File: src/rtl/axi_mem_arbiter_pkg.sv
// Shared types and AXI width constants for the IFU/LSU memory arbiter.
package axi_mem_arbiter_pkg;

  localparam int unsigned AXI_ADDR_W = 64;
  localparam int unsigned AXI_DATA_W = 64;
  localparam int unsigned AXI_STRB_W = AXI_DATA_W / 8;

  typedef enum logic [2:0] {
    IDLE,
    RD_IFU,
    RD_LSU,
    WR_ADDR,
    WR_RESP
  } arb_state_e;

endpackage

File: src/rtl/axi_mem_arbiter_rr_arb2.sv
// Two-request round-robin picker: on a tie the requester not served last wins.
module rr_arb2 (
  input  logic clk,
  input  logic rst_n,
  input  logic req_ifu,
  input  logic req_lsu,
  input  logic upd,
  output logic pick_lsu,
  output logic last_lsu
);

  // LSU wins when alone, or on a tie when the IFU was served last
  always_comb begin
    pick_lsu = req_lsu & (~req_ifu | ~last_lsu);
  end

  // Remember who was granted, updated only when a grant is issued
  always_ff @(posedge clk or negedge rst_n) begin
    if (!rst_n) begin
      last_lsu <= 1'b0;
    end else if (upd) begin
      last_lsu <= pick_lsu;
    end
  end

endmodule

File: src/rtl/axi_mem_arbiter.sv
// Shares one AXI master between IFU (read) and LSU (read/write), one
// outstanding transaction at a time, round-robin between the two.
module axi_mem_arbiter
  import axi_mem_arbiter_pkg::*;
#(
  parameter int unsigned ADDR_W = AXI_ADDR_W,
  parameter int unsigned DATA_W = AXI_DATA_W
) (
  input  logic                clk,
  input  logic                rst_n,
  // IFU read channels
  input  logic [ADDR_W-1:0]   ifu_AR_ADDR,
  input  logic                ifu_AR_VALID,
  output logic                ifu_AR_READY,
  output logic [DATA_W-1:0]   ifu_R_DATA,
  output logic                ifu_R_VALID,
  input  logic                ifu_R_READY,
  // LSU write channels
  input  logic [ADDR_W-1:0]   lsu_AW_ADDR,
  input  logic                lsu_AW_VALID,
  output logic                lsu_AW_READY,
  input  logic [DATA_W-1:0]   lsu_W_DATA,
  input  logic [DATA_W/8-1:0] lsu_W_STRB,
  input  logic                lsu_W_VALID,
  output logic                lsu_W_READY,
  output logic                lsu_B_VALID,
  input  logic                lsu_B_READY,
  // LSU read channels
  input  logic [ADDR_W-1:0]   lsu_AR_ADDR,
  input  logic                lsu_AR_VALID,
  output logic                lsu_AR_READY,
  output logic [DATA_W-1:0]   lsu_R_DATA,
  output logic                lsu_R_VALID,
  input  logic                lsu_R_READY,
  // Downstream AXI master
  output logic [ADDR_W-1:0]   axi_AW_ADDR,
  output logic                axi_AW_VALID,
  input  logic                axi_AW_READY,
  output logic [DATA_W-1:0]   axi_W_DATA,
  output logic [DATA_W/8-1:0] axi_W_STRB,
  output logic                axi_W_VALID,
  input  logic                axi_W_READY,
  input  logic                axi_B_VALID,
  output logic                axi_B_READY,
  output logic [ADDR_W-1:0]   axi_AR_ADDR,
  output logic                axi_AR_VALID,
  input  logic                axi_AR_READY,
  input  logic [DATA_W-1:0]   axi_R_DATA,
  input  logic                axi_R_VALID,
  output logic                axi_R_READY,
  output logic                arb_busy
);

  arb_state_e state, state_n;
  logic       ar_done, ar_done_n;
  logic       aw_done, aw_done_n;
  logic       w_done, w_done_n;

  logic       wr_req;
  logic       lsu_req;
  logic       grant_upd;
  logic       pick_lsu;
  logic       last_lsu;

  // Write and read from the LSU share one request; the write takes precedence
  always_comb begin
    wr_req    = lsu_AW_VALID | lsu_W_VALID;
    lsu_req   = wr_req | lsu_AR_VALID;
    grant_upd = (state == IDLE) & (ifu_AR_VALID | lsu_req);
  end

  rr_arb2 u_rr (
    .clk      (clk),
    .rst_n    (rst_n),
    .req_ifu  (ifu_AR_VALID),
    .req_lsu  (lsu_req),
    .upd      (grant_upd),
    .pick_lsu (pick_lsu),
    .last_lsu (last_lsu)
  );

  // State and handshake-done flags
  always_ff @(posedge clk or negedge rst_n) begin
    if (!rst_n) begin
      state   <= IDLE;
      ar_done <= 1'b0;
      aw_done <= 1'b0;
      w_done  <= 1'b0;
    end else begin
      state   <= state_n;
      ar_done <= ar_done_n;
      aw_done <= aw_done_n;
      w_done  <= w_done_n;
    end
  end

  // Next-state logic and channel muxing for the granted requester
  always_comb begin
    state_n      = state;
    ar_done_n    = ar_done;
    aw_done_n    = aw_done;
    w_done_n     = w_done;
    ifu_AR_READY = 1'b0;
    ifu_R_DATA   = '0;
    ifu_R_VALID  = 1'b0;
    lsu_AW_READY = 1'b0;
    lsu_W_READY  = 1'b0;
    lsu_B_VALID  = 1'b0;
    lsu_AR_READY = 1'b0;
    lsu_R_DATA   = '0;
    lsu_R_VALID  = 1'b0;
    axi_AW_ADDR  = '0;
    axi_AW_VALID = 1'b0;
    axi_W_DATA   = '0;
    axi_W_STRB   = '0;
    axi_W_VALID  = 1'b0;
    axi_B_READY  = 1'b0;
    axi_AR_ADDR  = '0;
    axi_AR_VALID = 1'b0;
    axi_R_READY  = 1'b0;
    arb_busy     = (state != IDLE);

    case (state)
      IDLE: begin
        if (ifu_AR_VALID | lsu_req) begin
          if (pick_lsu) state_n = wr_req ? WR_ADDR : RD_LSU;
          else          state_n = RD_IFU;
        end
      end

      RD_IFU: begin
        axi_AR_ADDR  = ifu_AR_ADDR;
        axi_AR_VALID = ifu_AR_VALID & ~ar_done;
        ifu_AR_READY = axi_AR_READY & ~ar_done;
        if (ifu_AR_VALID & axi_AR_READY & ~ar_done) ar_done_n = 1'b1;
        ifu_R_DATA   = axi_R_DATA;
        ifu_R_VALID  = axi_R_VALID;
        axi_R_READY  = ifu_R_READY;
        if (axi_R_VALID & ifu_R_READY) begin
          state_n   = IDLE;
          ar_done_n = 1'b0;
        end
      end

      RD_LSU: begin
        axi_AR_ADDR  = lsu_AR_ADDR;
        axi_AR_VALID = lsu_AR_VALID & ~ar_done;
        lsu_AR_READY = axi_AR_READY & ~ar_done;
        if (lsu_AR_VALID & axi_AR_READY & ~ar_done) ar_done_n = 1'b1;
        lsu_R_DATA   = axi_R_DATA;
        lsu_R_VALID  = axi_R_VALID;
        axi_R_READY  = lsu_R_READY;
        if (axi_R_VALID & lsu_R_READY) begin
          state_n   = IDLE;
          ar_done_n = 1'b0;
        end
      end

      WR_ADDR: begin
        axi_AW_ADDR  = lsu_AW_ADDR;
        axi_AW_VALID = lsu_AW_VALID & ~aw_done;
        lsu_AW_READY = axi_AW_READY & ~aw_done;
        axi_W_DATA   = lsu_W_DATA;
        axi_W_STRB   = lsu_W_STRB;
        axi_W_VALID  = lsu_W_VALID & ~w_done;
        lsu_W_READY  = axi_W_READY & ~w_done;
        if (lsu_AW_VALID & axi_AW_READY & ~aw_done) aw_done_n = 1'b1;
        if (lsu_W_VALID & axi_W_READY & ~w_done)    w_done_n  = 1'b1;
        // Both handshakes may land in the same cycle; flags clear on exit
        if (aw_done_n & w_done_n) begin
          state_n   = WR_RESP;
          aw_done_n = 1'b0;
          w_done_n  = 1'b0;
        end
      end

      WR_RESP: begin
        lsu_B_VALID = axi_B_VALID;
        axi_B_READY = lsu_B_READY;
        if (axi_B_VALID & lsu_B_READY) state_n = IDLE;
      end

      default: state_n = IDLE;
    endcase
  end

endmodule

File: config.mk
export PLATFORM = sky130hd
export DESIGN_NAME = axi_mem_arbiter
export DESIGN_NICKNAME = d
export VERILOG_FILES = /design/src/rtl/axi_mem_arbiter_pkg.sv /design/src/rtl/axi_mem_arbiter_rr_arb2.sv /design/src/rtl/axi_mem_arbiter.sv
export SDC_FILE = /design/constraint.sdc
export NUM_CORES = 1
export LEC_CHECK = 0
export BUFFER_PORTS_ARGS = -buffer_cell sky130_fd_sc_hd__buf_4
export CORE_AREA = 5 5 262 264
export CTS_CLUSTER_SIZE = 8
export DETAILED_ROUTE_END_ITERATION = 10
export DIE_AREA = 0 0 267 269
export HOLD_SLACK_MARGIN = 0.12
export SKIP_CTS_REPAIR_TIMING = 1
export SYNTH_ARGS = -nofsm -noshare
export SYNTH_HDL_FRONTEND = slang
export SYNTH_HIERARCHICAL = 1
export SYNTH_SLANG_ARGS = --single-unit
File: constraint.sdc
create_clock -name clk -period 1.9 [get_ports clk]
set_clock_uncertainty 0.05 [all_clocks]
set_input_delay 0.475 -clock clk [delete_from_list [all_inputs] [get_ports clk]]
set_output_delay 0.475 -clock clk [all_outputs]
set_load 0.005 [all_outputs]
* Yosys cells after proc, flatten, opt, wreduce, memory -nomap -nowiden
Cells that the tools add are included.
Word-level totals: bits of input ports 342, register bits 7, output and inout bits 341
Operators by class: muxes and demuxes 37, eq/ne operators 11, bitwise gates (word level) 30, reductions and logical operators 5
Operators with widths (number):
- $mux W64 | 4
- $pmux W64 S2 | 1
- $and A1 B1 Y1 | 21
- $mux W1 | 21
- $mux W3 | 5
- $pmux W3 S5 | 1
- $mux W8 | 1
- $ne A2 B2 Y1 const B | 4
- $eq A3 B2 Y1 const B | 2
- $ne A3 B3 Y1 const B | 2
- $pmux W1 S2 | 3
- $not A1 Y1 | 5
- $reduce_and A5 Y1 | 1
- $or A1 B1 Y1 | 4
- $eq A3 B1 Y1 const B | 1
- $eq A3 B3 Y1 const B | 1
- $logic_not A3 Y1 | 1
- $reduce_and A3 Y1 | 1
- $reduce_bool A3 Y1 | 1
- $mux W2 | 1
- $ne A2 B1 Y1 const B | 1
- $reduce_bool A2 Y1 | 1

* Depth between registers and ports, before layout
word-level depth 7, mapped depth 6, mapped depth without buffers 5

* Cells and area by module
The synthesis kept the hierarchy.
By module, submodules not included:
- axi_mem_arbiter | cells each 434, sequential area each 150.1 sq um, times used 1, area an instance 2895.3 sq um
- rr_arb2 | cells each 3, sequential area each 25.0 sq um, times used 1, area an instance 51.3 sq um

* Worst setup path after synthesis
No wires, ideal clock.
path kind reg-to-output, from reg state[2], to out axi_AR_ADDR[0], buffers on the path 3, slack 0.013 ns, stages on the path, launching flop included 6, data arrival time 1.362 ns, cell sequence dfrtp_1 buf_2 nor3b_4 buf_2 buf_2 a22o_1
Between the ends: longest elaborated chain between the ends 2, elaborated cells on any way between the ends 3
RTL lines:
- start, declared | RTL line axi_mem_arbiter.sv:54 | arb_state_e state, state_n;
- start signal, assigned | RTL line axi_mem_arbiter.sv:90 | state <= state_n;
- $eq A3 B2 Y1 or $eq A3 B1 Y1 (tied branches) | RTL line axi_mem_arbiter.sv:123 | case (state)
- $pmux W64 S2 * | RTL line axi_mem_arbiter.sv:123
- end, declared | RTL line axi_mem_arbiter.sv:45 | output logic [ADDR_W-1:0] axi_AR_ADDR,
Every way passes the cells marked *; elsewhere a longest branch is shown, timed or not.

* Final worst setup path
from reg state[2], to out axi_AR_ADDR[9]
The elaborated chain is that of the path after synthesis.

==> summary.txt <==
wirelength, routed = 31,800 um
hpwl dp = 28,400 um
Port-buffer cells = 682
Clk pin slew, worst setup/hold paths = 40 ps
CTS Buf Count = 3
endpoint arrival time on the critical path = 1670 ps
cell with the most instances after synthesis = and2_1
Top Ports = 683
TritonRoute pass-1 iters = 6
Setup TNS Final = -75,590 ps
max incr delay on CP = 450 ps
Final Max Tran Viols = 0
DRC errors left = 0
Synth top area share = 56.9%
post-synthesis cell type count = 31
pin count of the biggest net entering global routing = 50
WL/cell = 15.8 um
number of synthesis warnings = 6
status = finished, violations left
post-layout util = 14.7%
Setup CP Type = register to primary output
leakage power = 5.10 nW
worst-margin pin slew = 404 ps
Congestion Overflow GR = 0
Chip Height = 269 um
Max Cap Violations = 0
Primary FF master, synth = dfrtp_1
min Tclk post-route = 2200 ps
setup violators final = 340
Cell Pwr Density = 972 mW/mm2
post-synthesis sequential area ratio = 5.94%
layout cells sized above 1 = 66.5%
Worst Setup Slack, final = -295 ps
CP max stage cell = dfrtp_2
initial core utilization = 4.44%
RR Endpoint = state[0]
vias per cell = 2.92
Worst path top cell family by delay = buffers and inverters
Setup Slack @ Placement = -224 ps
row count = 95
Crit path depth = 5
CP Capture Type = primary output
highest routed metal layer = met5
fmax = 0.456 GHz
Initial DRC Count = 224
synth top area cells = and2_1, a22o_1, dfrtp_1
Final nets = 1,482
R2R setup slack = 160 ps
worst slew margin relative to its limit = 72.8%
Cell Area, Synth = 0.00295 mm2
Tightest Hold Check Type = register to register
critical-path cell list = nor3b_4 -> buf_12 -> buf_4 -> a22o_1 -> buf_4
Clk Latency, worst-skew pair = 230 ps
met2 wire len = 14,700 um
fraction of registers with async set/reset = 100%
FF-to-FF Start = state[2]
syn nets = 779
biggest area consumer among synthesized cells = and2_1
critical path endpoint = axi_AR_ADDR[9]
failing checks = setup timing
Critical path buffers and inverters = 3
Die X = 267 um
Area Growth Syn to Fin = 230%
Post-DRT Antenna Nets = 0
Die Footprint = 0.0718 mm2
number of global-route vias before repair = 5,837
Post-synth EDFFs = 0
initial antenna violation count = 12
R2R cell count = 6
post-synthesis instance total = 437
worst vdd ir = 570 uV
core footprint = 0.0663 mm2
global-route wire length before repair = 39,200 um
Seq cells post-synth = 7
Pwr Total = 9.46 mW
design area = 0.00973 mm2
crit path max fanout = 22
worst path required time = 1370 ps
Area after DPL = 0.00946 mm2
Vias = 5,901
detailed route wirelength on metal3 = 4060 um
syn_area_per_cell = 6.74 um2
Post-synth top cells = and2_1, a22o_1, clkbuf_1
Final period util = 116%
startpoint types = register
Hold Vio Cnt, Final = 0
CTS root buffer = clkbuf_16
Sink Count = 7
CTS tree = yes
CTS Buffer Depth = 2
Crit. Startpoint = state[2]
met1 wire length = 12,500 um
RSZ-0062 raised after global routing = yes
gr usage total = 7.40%
routability cong. = 0.840
crit-path most repeated cell = buf_4
H-tree Lvls = 1
==> layout make-up <==
class                   instances  area (um2)
inverters                       1        3.75
well taps                     873        1090
clock buffers                   3        75.1
clock inverters                 1        5.00
diodes                          7        17.5
multi-input cells             385        2610
fillers                      7607       56600
repair buffers                742        5750
flip-flops and latches          7         179
==> logic make-up (layout without fill, tap and decap cells) <==
group	after synthesis	in the layout	share of synthesized area, %
AOI/OAI and AO/OA	77	77	22.0
buffers and inverters	45	747	6.84
DFF	7	7	5.94
muxes	3	3	1.27
other	0	7	0
and+or+nand+nor	305	305	63.9
==> stage by stage <==
step / hold WS [ps] / instances
final: 484 / 2019
after detailed placement: 257 / 2003
after global routing: 519 / 2017
after floorplan: 129 / 437
after CTS: 11.3 / 2007
after global placement: 259 / 2003
==> how the worst min path moves through the flow <==
stage,from,to,slack (ps),cells past startpoint
global route,u_rr/last_lsu,u_rr/last_lsu,520,1
global placement,rst_n,w_done,260,1
detailed placement,rst_n,w_done,260,1
finish,u_rr/last_lsu,u_rr/last_lsu,480,1
floorplan,rst_n,ar_done,130,0
CTS,rst_n,state[0],10,1
==> power breakdown <==
part           switching [mW]  leakage, nW  internal [mW]  total, mW
logic                    3.67         4.98           5.11       8.78
clock network          0.0887       0.0409          0.277      0.366
registers              0.0975       0.0826          0.220      0.317
==> registers in the layout, summed over array words and instances, names as in the netlist <==
register and count:
u_rr/last_lsu 1, w_done 1, ar_done 1, aw_done 1, state 3
==> cells in the final DEF, fill, tap and decap left out, types with 2 or more instances in the layout <==
| master | n |
|---|---|
| buf_4 | 717 |
| and2_1 | 266 |
| a22o_1 | 65 |
| nand2_1 | 17 |
| buf_6 | 16 |
| diode_2 | 7 |
| clkbuf_16 | 5 |
| buf_12 | 5 |
| nor3b_4 | 4 |
| dfrtp_1 | 4 |
| nor2_1 | 3 |
| nor3b_1 | 3 |
| a21oi_1 | 3 |
| o21ai_0 | 3 |
| dfrtp_2 | 3 |
| and2_4 | 2 |
| a22oi_1 | 2 |
| and3_1 | 2 |
| nand3_1 | 2 |
==> layer usage <==
metal | vias to the layer above | GRT usage, %
met2 | 433 | 12.4
met5 | - | 0
li1 | 2855 | -
met3 | 26 | 2.34
met1 | 2585 | 9.48
met4 | 2 | 1.38
==> worst register-to-register path, stage by stage (launching register included) <==
cell and delay [ps]:
dfrtp_2 430, and3b_4 240, buf_12 150, buf_6 160, o21ai_0 100, nand2_1 140
o41ai_1 360
Note: power is estimated with default switching activity, not from simulation.
